--- config.mk ---
export PLATFORM = sky130hd
export DESIGN_NAME = fetch_stage
export DESIGN_NICKNAME = d
export VERILOG_FILES = /design/src/rtl/fetch_stage.sv
export SDC_FILE = /design/constraint.sdc
export NUM_CORES = 1
export LEC_CHECK = 0
export BUFFER_PORTS_ARGS = -buffer_cell sky130_fd_sc_hd__buf_2
export CAP_MARGIN = 5
export CORE_MARGIN = 2
export CORE_UTILIZATION = 30
export DETAILED_ROUTE_END_ITERATION = 8
export SLEW_MARGIN = 20
export SYNTH_ARGS = -nofsm -noshare
export SYNTH_HDL_FRONTEND = slang
export SYNTH_SLANG_ARGS = --single-unit
--- constraint.sdc ---
create_clock -name clk -period 6.95 [get_ports clk]
set_input_delay 0 -clock clk [delete_from_list [all_inputs] [get_ports clk]]
set_output_delay 0 -clock clk [all_outputs]
set_load 0.02 [all_outputs]
--- src/rtl/fetch_stage.sv ---
// Instruction-fetch stage: PC register, split addr_ok/data_ok bus handshake, valid/ready hand-off to decode.
// Optional macro FETCH_MISALIGN_CHECK_EN: raise an address-misaligned exception instead of fetching.
module fetch_stage #(
  parameter logic [63:0] PC_RESET = 64'h8000_0000
) (
  input  logic        clk,
  input  logic        reset_n,
  output logic        ireq_valid,
  output logic [63:0] ireq_addr,
  input  logic        iresp_addr_ok,
  input  logic        iresp_data_ok,
  input  logic [31:0] iresp_data,
  input  logic        redirect_valid,
  input  logic [63:0] redirect_pc,
  output logic        out_valid,
  input  logic        out_ready,
  output logic [63:0] out_pc,
  output logic [31:0] out_instr,
  output logic        out_exc
);

  typedef enum logic [1:0] {IDLE, REQ, DATA, HOLD} state_e;

  state_e      state_q;
  logic [63:0] pc_q;
  logic [63:0] next_pc_q;
  logic        drop_q;
  logic [63:0] out_pc_q;
  logic [31:0] out_instr_q;
  logic [63:0] pc_inc_d;
  logic        misaligned;

`ifdef FETCH_MISALIGN_CHECK_EN
  logic out_exc_q;
  assign misaligned = (pc_q[1:0] != 2'b00);
  assign ireq_addr  = pc_q;
  assign out_exc    = out_exc_q;
`else
  assign misaligned = 1'b0;
  assign ireq_addr  = {pc_q[63:2], 2'b00};
  assign out_exc    = 1'b0;
`endif

  assign pc_inc_d   = pc_q + 64'd4;
  assign ireq_valid = (state_q == REQ) && !misaligned;
  assign out_valid  = (state_q == HOLD);
  assign out_pc     = out_pc_q;
  assign out_instr  = out_instr_q;

  // A redirect during REQ/DATA cannot retract the bus transaction, so it is
  // parked in next_pc_q and the in-flight response is discarded on arrival.
  always_ff @(posedge clk or negedge reset_n) begin
    if (!reset_n) begin
      state_q     <= IDLE;
      pc_q        <= PC_RESET;
      next_pc_q   <= PC_RESET;
      drop_q      <= 1'b0;
      out_pc_q    <= 64'd0;
      out_instr_q <= 32'd0;
`ifdef FETCH_MISALIGN_CHECK_EN
      out_exc_q   <= 1'b0;
`endif
    end else begin
      case (state_q)
        IDLE: begin
          if (redirect_valid) pc_q <= redirect_pc;
          state_q <= REQ;
        end
        REQ: begin
          if (misaligned) begin
            if (redirect_valid) begin
              pc_q <= redirect_pc;
            end else begin
              out_pc_q    <= pc_q;
              out_instr_q <= 32'h0000_0013;
`ifdef FETCH_MISALIGN_CHECK_EN
              out_exc_q   <= 1'b1;
`endif
              state_q     <= HOLD;
            end
          end else begin
            if (redirect_valid) begin
              drop_q    <= 1'b1;
              next_pc_q <= redirect_pc;
            end
            if (iresp_addr_ok) state_q <= DATA;
          end
        end
        DATA: begin
          if (iresp_data_ok) begin
            // A redirect arriving with the data is newer than any parked target.
            if (redirect_valid) begin
              pc_q    <= redirect_pc;
              drop_q  <= 1'b0;
              state_q <= REQ;
            end else if (drop_q) begin
              pc_q    <= next_pc_q;
              drop_q  <= 1'b0;
              state_q <= REQ;
            end else begin
              out_pc_q    <= pc_q;
              out_instr_q <= iresp_data;
`ifdef FETCH_MISALIGN_CHECK_EN
              out_exc_q   <= 1'b0;
`endif
              state_q     <= HOLD;
            end
          end else if (redirect_valid) begin
            drop_q    <= 1'b1;
            next_pc_q <= redirect_pc;
          end
        end
        HOLD: begin
          if (redirect_valid) begin
            pc_q    <= redirect_pc;
            state_q <= REQ;
          end else if (out_ready) begin
            pc_q    <= pc_inc_d;
            state_q <= REQ;
          end
        end
        default: state_q <= IDLE;
      endcase
    end
  end

endmodule

* After elaboration in Yosys (flattened, before gate mapping)
Cells that the tools add are included.
** Storage, ports and cells
- Input port bits :: 102
- Word-level logic and storage cells :: 45
- Output and inout bits :: 163
- Flip-flop bits (word level) :: 227
** Operators by class
- Equal/unequal tests :: 9
- Reductions and logical operators :: 6
- Bitwise gates (word level) :: 3
- $add $sub $neg :: 1
- Multiplexer cells :: 20
** Operators with widths (count)
- $mux W64 :: 8
- $pmux W64 S3 :: 1
- $pmux W64 S2 :: 1
- $add A64 B3 Y64 const B :: 1
- $mux W2 :: 6
- $pmux W2 S4 :: 1
- $ne A2 B2 Y1 const B :: 3
- $reduce_and A5 Y1 :: 1
- $eq A2 B2 Y1 const B :: 2
- $reduce_and A4 Y1 :: 1
- $ne A3 B2 Y1 const B :: 1
- $ne A3 B3 Y1 const B :: 1
- $not A1 Y1 :: 3
- $reduce_and A3 Y1 :: 1
- $eq A2 B1 Y1 const B :: 1
- $logic_not A2 Y1 :: 1
- $mux W1 :: 2
- $ne A2 B1 Y1 const B :: 1
- $pmux W1 S2 :: 1
- $reduce_and A2 Y1 :: 1
- $reduce_bool A2 Y1 :: 1

* Longest topological paths before layout
- Word-level depth :: 4
- Mapped depth :: 11
- Depth with buffers taken out :: 7

* Worst setup path after synthesis
No wires, ideal clock.
- Path kind :: register to register
- From :: register state_q[0]
- To :: register out_pc_q[23] (netlist: out_pc[23])
- Slack :: 4601 ps
- Period minus slack after synthesis :: 2349 ps
- Data required time :: 6825 ps
- Stages on the path, launching flop included :: 10
- Arrival time :: 2224 ps
- Library setup time :: 125 ps
- Buffers on the path :: 4
- Cells stage by stage :: dfrtp_1 -> inv_1 -> ha_1 -> buf_2 -> nor3b_1 -> and2_1 -> clkbuf_1 -> buf_2 -> buf_2 -> mux2_2
** Between the ends
- Cells in the longest elaborated chain, start to end :: 2
** Ends and longest elaborated chain
- from (decl) :: RTL line 24 : state_e state_q;
- from (signal assigned) :: RTL line 54 : state_q <= IDLE;
- from (signal assigned) :: RTL line 67 : state_q <= REQ;
- from (signal assigned) :: RTL line 79 : state_q <= HOLD;
- $eq A2 B2 Y1 :: RTL line 64 : case (state_q)
- $reduce_and A4 Y1 (no line)
- to (signal assigned) :: RTL line 74 : out_pc_q <= pc_q;
- to (signal assigned) :: RTL line 101 : out_pc_q <= pc_q;
- to (decl) :: RTL line 28 : logic [63:0] out_pc_q;
No other way between the ends.
A chain may end at the register's enable or synchronous reset.

* Worst setup path after layout
- From :: register state_q[0]
- To :: register out_pc_q[14] (netlist: out_pc[14])
The elaborated chain is that of the path after synthesis.

==> metrics.md <==
| Metric | Value |
|---|---|
| Status | finished clean |
| Seq/Total Area, Yosys | about half |
| Most common cell in the netlist | dfrtp_1 |
| Vias post-DR | 9383 |
| Chip Width | 196 um |
| Power Density | 412 nW/um^2 |
| Sinks on the clock net | 227 |
| Worst R2R Start | state_q[0] |
| Area leader, netlist | dfrtp_1 |
| Async S/R FF share, synth | 100% |
| Root Buffer | clkbuf_16 |
| Commonest cells in the synthesized netlist | dfrtp_1, mux2_2, nand2_1, clkbuf_1 |
| Final Setup Violations | 0 |
| Layout Cells excl Fill | 1791 |
| Layout Area Growth over Synthesis | 32.7% |
| Max Cap Viol | 0 |
| Skew final | roughly 0.015 ns |
| Post-CTS Setup Bufs | 0 |
| P_leak | 0.00688 uW |
| Number of I/O port buffers | roughly 260 |
| Synth cell types | 66 |
| IO Pins | 265 |
| Yosys warns | 0 |
| Tmin final | 3.24 ns |
| Synthesized area per cell | 11.4 sq um |
| Number of global-route vias before repair | 9312 |
| Post-synth EDFFs | 0 |
| Dpl hpwl | ~23000 um |
| Post-synthesis cell area | 11000 sq um |
| CTS tree | yes |
| Fillcell total | 3590 |
| Overall routing resource usage | 17.3% |
| Final #Nets | 1411 |
| Drt via density | 5.24 |
| Slew Limit Fails | 0 |
| Routability Congestion | about 0.81 |
| Site row count | 70 |
| Antenna violations before repair | 1 |
| Register area | around 5700 sq um |
| Placed insts | 1639 |
| Crit Path Category | flop to flop |
| Grt ovf | 0 |
| Drt pass-1 iters | 8 |
| Area of the multi-input gates | roughly 5000 sq um |
| Setup slack, reg-to-reg | 3.71 ns |
| Core footprint | 36400 sq um |
| Drt wl/cell | 18.9 um |
| Slew margin rel. | between 20% and 30% |
| Drc violations | 0 |
| Final worst-path cycle share | 46.6% |
| Post-layout worst setup margin | approximately 3.7 ns |
| Post-CTS Hold Buffers | between 100 and 150 |
| RSZ-0062 raised after global routing | false |
| Die extent in y | 196 um |
| Startpoint types | flop |
| Clk slew on worst S/H paths | around 0.06 ns |
| Largest net degree at the start of global routing | 92 |
| Setup tns final | 0 ns |
| Antenna Nets Post-Route | 0 |
| Critical path data arrival time | around 3.7 ns |
| Top post-synthesis cells by area | dfrtp_1, mux2_2, a22oi_1 |
| VDD IR max | 0.000243 V |
| Worst-path fanout max | 52 |
| Main synth FF type | dfrtp_1 |
| Synthesis-stage register bit count | 227 |
| Fmax | 309 MHz |
| Synth top area share | slightly above 50% |
| Tightest Pin Transition | 1.13 ns |
| Worst Hold Class | input port to async pin |
| Die footprint | 38400 sq um |
| Cells after Synth | slightly below 1000 |
| Drt initial violations | 687 |
| Worst reg2reg path depth | 6 |
| Layout cell share with drive strength beyond 1 | between 30 and 40% |
| Pre-CTS WS | 3.67 ns |
| H-tree Lvls | 1 |
| Endpoints failing hold | 0 |
| First-pass GRT wire length | 53500 um |
| TritonCTS buffer count | 28 |
| Setup crit end kind | flop |
| Reg2reg end | out_pc[14] |
| PostCTS Resize Cnt | 0 |
| WP data required | 7.38 ns |
| Drt total wl | about 34000 um |
| Max Buffers Root-to-Sink | 3 |
| Clock latency on the worst-skew pair | 0.56 ns |
| Initial core utilization | 30.3% |
registers in the layout, indices dropped and copies added, names as in the netlist:
| name | count |
|---|---|
| drop_q | 1 |
| state_q | 2 |
| out_instr | 32 |
| pc_q | 64 |
| out_pc | 64 |
| next_pc_q | 64 |
critical path, cell delays in order (launching register included):
cell	delay, ns
dfrtp_1	0.43
inv_1	0.10
ha_1	0.38
nor3b_1	0.46
and2_4	0.63
buf_4	0.64
mux2_2	0.42
cell type report:
| cell class | instances | share of cell area [%] |
|---|---|---|
| Inverter | 23 | 0.589 |
| Timing Repair Buffer | 376 | 16.6 |
| Antenna cell | 1 | 0.0171 |
| Tap cell | 468 | 3.99 |
| Multi-Input combinational cell | 647 | 34.2 |
| Clock inverter | 9 | 0.367 |
| Sequential cell | 227 | 38.8 |
| Clock buffer | 40 | 5.44 |
cell usage in the layout (no fill, tap or decap), drive strengths merged, types with 5 or more instances in the layout:
cell	instances
buf	274
dfrtp	225
mux2	162
dlygate4sd3	102
o21ai	47
nand2	46
nand3	43
a22oi	43
clkbuf	40
nand4	33
a21oi	31
nor3	29
nor2	26
inv	23
o31a	19
a22o	16
o211ai	14
nor4	12
o22ai	11
a31oi	8
and3	8
or3	8
or4	8
o2bb2ai	8
o31ai	7
a222oi	7
clkinv	7
ha	6
and2	6
mux2i	5
metal layers:
metal,part of all wire [%],routed length (um),vias to the layer above,GRT usage (%)
li1,-,-,4368,-
met1,44,14900,4683,23.6
met2,49,16500,297,29.4
met3,5.6,1910,35,2.65
met4,1.3,446,0,3.54
met5,0,0,-,0
report_power, final:
part,leakage (uW),switching (uW),internal (uW)
registers,0.00289,602,1870
clock network,0.000416,572,792
logic,0.00357,1280,927
total,0.00688,2450,3590
stage by stage:
| step | instance area (sq um) | hold WS [ns] | total power [uW] | utilization (%) |
|---|---|---|---|---|
| CTS | 14700 | 0.0831 | 6110 | 40.2 |
| global placement | 12800 | 0.0709 | 4580 | 35.1 |
| global route | 14700 | 0.118 | 6430 | 40.2 |
| floorplan | 11100 | -0.296 | 3810 | - |
| detailed placement | 12800 | 0.0753 | 4660 | 35.1 |
| finish | 14700 | 0.0637 | 6040 | 40.2 |
worst max-delay path by stage:
stage          slack [ns]      endpoint  depth (start not counted)  startpoint
2_1_floorplan        4.60    out_pc[23]                          9  state_q[0]
3_3_place_gp         3.78    out_pc[24]                          6  state_q[0]
3_5_place_dp         3.67  out_instr[8]                          6  state_q[0]
4_1_cts              3.67    out_pc[24]                          6  state_q[0]
5_1_grt              3.42    out_pc[20]                          6  state_q[0]
6_report             3.71    out_pc[14]                          6  state_q[0]
cells by family (layout without fill, tap and decap cells):
| kind of cell | after synthesis | count (layout) | synth area share [%] |
|---|---|---|---|
| AO/OA/AOI/OAI | 239 | 239 | 15.3 |
| AND/OR/NAND/NOR | 232 | 232 | 12.0 |
| flip-flops | 227 | 227 | 51.5 |
| multiplexers | 167 | 167 | 17.0 |
| buffers and inverters | 95 | 448 | 3.57 |
| adder cells (fa/ha/maj) | 6 | 6 | 0.680 |
| other | 1 | 4 | 0.0340 |
Note: power is estimated with default switching activity, not from simulation.
